--- config.mk ---
export PLATFORM = sky130hd
export DESIGN_NAME = rom_init_rd
export DESIGN_NICKNAME = d
export VERILOG_FILES = /design/src/rtl/rom_init_pkg.sv /design/src/rtl/rom_init_seq.sv /design/src/rtl/rom_init_rd.sv
export SDC_FILE = /design/constraint.sdc
export NUM_CORES = 1
export LEC_CHECK = 0
export CORE_UTILIZATION = 41
export DETAILED_ROUTE_END_ITERATION = 12
export PLACE_DENSITY = 0.75
export SLEW_MARGIN = 0
export SYNTH_ARGS = -nofsm -noshare
export SYNTH_HDL_FRONTEND = slang
export SYNTH_SLANG_ARGS = --single-unit
--- constraint.sdc ---
create_clock -name clk -period 1.21 [get_ports clk]
set_input_delay 0.242 -clock clk [delete_from_list [all_inputs] [get_ports clk]]
set_output_delay 0.242 -clock clk [all_outputs]
set_load 0.005 [all_outputs]
--- src/rtl/rom_init_pkg.sv ---
// rom_init_pkg: shared state type, default parameters and helpers for rom_init_rd
package rom_init_pkg;
   typedef enum logic {ST_INIT, ST_READY} state_e;
   localparam int DEF_DATA_W    = 4;
   localparam int DEF_DEPTH     = 8;
   localparam int DEF_ADDR_W    = 8;
   localparam int DEF_INIT_STEP = 2;
   function automatic logic [31:0] init_val(input logic [31:0] i, input logic [31:0] step, input int w);
      logic [31:0] p;
      p = i * step;
      return (w >= 32) ? p : (p & ((32'd1 << w) - 32'd1));
   endfunction
   function automatic bit params_ok(input int dw, input int depth, input int aw);
      return (dw >= 1) && (depth >= 2) && (aw >= 1) && ((aw >= 31) || ((1 << aw) >= depth));
   endfunction
endpackage

--- src/rtl/rom_init_seq.sv ---
// rom_init_seq: init sequencer FSM, walks every entry once after reset or re-init request
module rom_init_seq
   import rom_init_pkg::*;
#(
   parameter int DATA_W    = DEF_DATA_W,
   parameter int DEPTH     = DEF_DEPTH,
   parameter int INIT_STEP = DEF_INIT_STEP,
   parameter int CNT_W     = $clog2(DEPTH)
) (
   input  logic              clk,
   input  logic              rst_n,
   input  logic              init_req_i,
   output logic              ready_o,
   output logic              init_we_o,
   output logic [CNT_W-1:0]  init_addr_o,
   output logic [DATA_W-1:0] init_data_o
);
   localparam logic [CNT_W-1:0] LAST = CNT_W'(DEPTH - 1);
   state_e           state_q;
   logic [CNT_W-1:0] cnt_q;
   logic             ready_q;
   logic             start;
   assign start       = ready_q && init_req_i;
   assign ready_o     = ready_q;
   assign init_we_o   = (state_q == ST_INIT) || start;
   assign init_addr_o = cnt_q;
   assign init_data_o = DATA_W'(init_val(32'(cnt_q), 32'(INIT_STEP), DATA_W));
   // Restart writes entry 0 on the request edge, so the counter resumes at 1
   always_ff @(posedge clk or negedge rst_n) begin
      if (!rst_n) begin
         state_q <= ST_INIT;
         cnt_q   <= '0;
         ready_q <= 1'b0;
      end else if (state_q == ST_INIT) begin
         state_q <= (cnt_q == LAST) ? ST_READY : ST_INIT;
         cnt_q   <= (cnt_q == LAST) ? '0 : cnt_q + 1'b1;
      end else begin
         ready_q <= !start;
         state_q <= start ? ST_INIT : ST_READY;
         cnt_q   <= start ? CNT_W'(1) : '0;
      end
   end
endmodule

--- src/rtl/rom_init_rd.sv ---
// rom_init_rd: self-initialising lookup table with registered read port; ROM_WR_EN adds a write port
module rom_init_rd
   import rom_init_pkg::*;
#(
   parameter int DATA_W    = DEF_DATA_W,
   parameter int DEPTH     = DEF_DEPTH,
   parameter int ADDR_W    = DEF_ADDR_W,
   parameter int INIT_STEP = DEF_INIT_STEP
) (
   input  logic              clk,
   input  logic              rst_n,
   input  logic              init_req,
   output logic              ready,
   input  logic              rd_req,
   input  logic [ADDR_W-1:0] rd_addr,
   output logic              rd_valid,
   output logic [DATA_W-1:0] rd_data,
   output logic              rd_err
`ifdef ROM_WR_EN
   ,
   input  logic              wr_en,
   input  logic [ADDR_W-1:0] wr_addr,
   input  logic [DATA_W-1:0] wr_data
`endif
);
   localparam int IDX_W = $clog2(DEPTH);
   localparam bit PARAMS_OK = params_ok(DATA_W, DEPTH, ADDR_W);
   if (!PARAMS_OK) begin : g_bad_params
      $error("rom_init_rd: illegal parameter combination");
   end
   logic [DATA_W-1:0] mem_q [DEPTH];
   logic              init_we;
   logic [IDX_W-1:0]  init_addr;
   logic [DATA_W-1:0] init_data;
   logic              mem_we;
   logic [IDX_W-1:0]  mem_addr;
   logic [DATA_W-1:0] mem_data;
   logic              rd_acc;
   logic              rd_oob;
   logic              rd_valid_q;
   logic              rd_err_q;
   logic [DATA_W-1:0] rd_data_q;
   rom_init_seq #(
      .DATA_W   (DATA_W),
      .DEPTH    (DEPTH),
      .INIT_STEP(INIT_STEP),
      .CNT_W    (IDX_W)
   ) u_seq (
      .clk        (clk),
      .rst_n      (rst_n),
      .init_req_i (init_req),
      .ready_o    (ready),
      .init_we_o  (init_we),
      .init_addr_o(init_addr),
      .init_data_o(init_data)
   );
   assign rd_acc = ready && rd_req;
   assign rd_oob = {1'b0, rd_addr} >= (ADDR_W + 1)'(DEPTH);
`ifdef ROM_WR_EN
   logic wr_ok;
   assign wr_ok    = ready && wr_en && ({1'b0, wr_addr} < (ADDR_W + 1)'(DEPTH));
   assign mem_we   = init_we || wr_ok;
   assign mem_addr = init_we ? init_addr : wr_addr[IDX_W-1:0];
   assign mem_data = init_we ? init_data : wr_data;
`else
   assign mem_we   = init_we;
   assign mem_addr = init_addr;
   assign mem_data = init_data;
`endif
   assign rd_valid = rd_valid_q;
   assign rd_data  = rd_data_q;
   assign rd_err   = rd_err_q;
   // Storage: init sequencer owns the port while initialising, user writes only when ready
   always_ff @(posedge clk) begin
      if (mem_we) mem_q[mem_addr] <= mem_data;
   end
   // Read pipeline: one request per cycle, data held between pulses, zero on range error
   always_ff @(posedge clk or negedge rst_n) begin
      if (!rst_n) begin
         rd_valid_q <= 1'b0;
         rd_err_q   <= 1'b0;
         rd_data_q  <= '0;
      end else begin
         rd_valid_q <= rd_acc;
         if (rd_acc) begin
            rd_err_q  <= rd_oob;
            rd_data_q <= rd_oob ? '0 : mem_q[rd_addr[IDX_W-1:0]];
         end
      end
   end
endmodule

==> run_results.csv <==
group,metric,value,unit
run_status,status,"finished, violations left",
run_status,failed_checks,"setup timing",
grt,grt-ovfl-total,0,
cts,cts_buffer_depth,2,
yosys,synth_top_family_by_area,"simple AND/OR/NAND/NOR gates",
yosys,synth-adder-area-share,1.817,%
routing,vias,910,
yosys,synthSimpleGateAreaFrac,10.81,%
cts,numCtsBuffers,5,
die,dieWidth,59.97,um
critical_path,slowest_stage,"dfrtp_1",
yosys,synthCells,91,
yosys,avgSynthCellArea,15.14,um^2
cts,ctsHtreeMaxLevel,2,
placement,port_buffers,17,
die,die_y,59.97,um
critical_path,crit_path_start_kind,"register",
cts,root_buffer,"clkbuf_4",
routing,routed_wl,2902,um
timing,setup_viol,17,
final_layout,diodes,0,
routing,drc,0,
yosys,syn_nets,105,
yosys,synth_cell_types,24,
routing,ant_nets,0,
final_layout,area_delta_synth_final,40.51,%
routing,via_per_inst,5.000,
timing,finalCritPeriodShare,104.5,%
cts,clkTransAtPathRegs,100,ps
critical_path,crit_path_max_incr_delay,370,ps
timing,min_period,1264,ps
cts,postCtsHoldBufs,0,
pwr,vdd_drop_max,1035,uV
cts,clock_latency,330,ps
final_layout,final_cell_area,1936,um^2
timing,fin_ws,-53.93,ps
yosys,synth_xor_area_share,0,%
pwr,p_per_area,1979,nW/um^2
final_layout,final_common_cell,"edfxtp_1",
yosys,synth_compound_area_share,6.449,%
grt,grt_pass1_vias,1012,
routing,wl_per_cell,15.95,um
critical_path,worstPathCellList,"buf_6 > a21bo_4 > nand2_2 > nor3_4",
die,start_util,44.04,%
grt,grt_pass1_wl,4491,um
critical_path,cp_data_required_time,1240,ps
pwr,p_leak,0.7375,nW
placement,place_area,1728,um^2
grt,grt_max_degree,11,
timing,slew_viol_final,0,
critical_path,end_kind,"register",
routing,dr.pass1.iters,4,
die,die_area,3596,um^2
die,rows,20,
timing,setup_tns,-551.8,ps
worst_hold_path,min_path_type,"in -> async",
die,core_area,3128,um^2
yosys,synth_seq_cells,34,
timing,clock_skew,8.933,ps
placement,pre_cts_slack,-572.5,ps
job,cap_viol_max_count,0,
die,io_pins,19,
critical_path,critPathArrivalTime,1290,ps
timing,hold_viol_final,0,
final_layout,layout-drive-gt1-share,48.55,%
timing,max_freq,0.7912,GHz
grt,antenna_found_initial,0,
yosys,yosys_warnings,0,
routing,drtIter0Drc,19,
critical_path,path_class,"reg -> reg",
grt,grtUsageTotal,18.60,%
final_layout,nets,151,
placement,dp_hpwl,2049,um
cts,cts_sinks,34,
critical_path,path_max_fanout,4,
final_layout,final_cell_mix,"edfxtp_1, buf_4, clkdlybuf4s50_1",
timing,holdWs,194.1,ps
yosys,syn_area,1378,um^2
yosys,ys_seq_area_share,70.48,%
placement,finalWeightedCongestion,0.7699,
yosys,muxShareOfSynthArea,8.719,%
timing,rsz0062_at_grt,"yes",
cts,cts_tree,"done",
[registers in the layout, summed over array words and instances, names as in the netlist]
signal             flops
rd_err                 1
mem_q                 24
rd_valid               1
u_seq.state_q          1
rd_data                3
u_seq.init_addr_o      3
u_seq.ready_o          1
[worst paths after layout]
kind / slack, ps / endpoint / cells past startpoint / startpoint
worst max-delay path: -50 / mem_q[1][2]$_DFFE_PP_ / 4 / u_seq.ready_o$_DFFE_PN0P_
worst min-delay path: 190 / rd_err$_DFFE_PN0P_ / 2 / rst_n
worst max register to register: -50 / mem_q[1][2]$_DFFE_PP_ / 4 / u_seq.ready_o$_DFFE_PN0P_
worst min register to register: 500 / rd_data[1]$_DFFE_PN0P_ / 2 / rd_data[1]$_DFFE_PN0P_
max in group asynchronous: 850 / u_seq.init_addr_o[2]$_DFF_PN0_ / 2 / rst_n
min in group clk: 500 / rd_data[1]$_DFFE_PN0P_ / 2 / rd_data[1]$_DFFE_PN0P_
[metal layers]
| layer | vias to the layer above | wire (um) | track usage (%) | share of wire (%) |
|---|---|---|---|---|
| li1 | 433 | - | - | - |
| met1 | 438 | 1105 | 18.30 | 38 |
| met2 | 24 | 1546 | 31.59 | 53 |
| met3 | 15 | 71 | 6.494 | 2.4 |
| met4 | 0 | 178 | 14.62 | 6.1 |
| met5 | - | 0 | 0 | 0 |
[metrics by stage]
stage	total power, W	utilization (%)	cells
after floorplan	0.002310	-	91
after global placement	0.002780	55.24	167
after detailed placement	0.002867	55.24	167
after CTS	0.003694	60.24	181
after global routing	0.004054	61.88	182
final	0.003830	61.88	182
[power by group]
part | internal (W) | switching (W) | total, W | leakage (nW)
Sequential | 0.00169 | 0.000181 | 0.00187 | 0.342
Combinational | 0.000713 | 0.000668 | 0.00138 | 0.366
Clock | 0.000218 | 0.000356 | 0.000574 | 0.0297
Total | 0.00262 | 0.00120 | 0.00383 | 0.738
[synthesized netlist by cell type]
cell type	number	area [um^2]
a211oi_1	2	15.01
a21bo_2	1	10.01
a21oi_1	1	5.000
and2_1	1	6.260
buf_2	1	5.000
buf_4	1	7.510
conb_1	1	3.750
dfrtp_1	10	250.2
edfxtp_1	24	720.7
ha_1	2	25.02
inv_1	2	7.510
mux2_2	4	45.04
mux4_1	2	52.55
mux4_2	1	22.52
nand2_1	7	26.28
nand2b_1	4	25.02
nand3_1	2	10.01
nor2_1	11	41.29
nor2b_1	4	25.02
nor3_1	3	15.01
o21a_1	2	15.01
o22ai_1	2	12.51
o31ai_1	2	15.01
o41ai_2	1	16.27
[layout make-up]
cell class	instances	area [um^2]
Inverter	2	7.507
Clock inverter	2	8.758
Sequential cell	34	974.7
Timing Repair Buffer	41	335.3
Fill cell	225	1192
Multi-Input combinational cell	53	513.0
Clock buffer	6	41.29
Tap cell	44	55.05
[cells by family after synthesis]
kind of cell | Yosys count
buf+inv | 4
compound gates | 11
other cells | 1
mux | 7
fa+ha+maj | 2
flops | 34
simple gates | 32
[worst max-delay path, delay by kind of cell (launching register included)]
| family | cells | cell delay [ps] |
|---|---|---|
| compound gates | 1 | 140 |
| buf+inv | 1 | 110 |
| flops | 1 | 370 |
| simple gates | 2 | 340 |
[timing repair]
item                       CTS  global route
buffers inserted             6             1
setup endpoints to repair   34            33
gates resized for setup     32            21
pin swaps                    3             5
(Power assumes the default switching activity.)
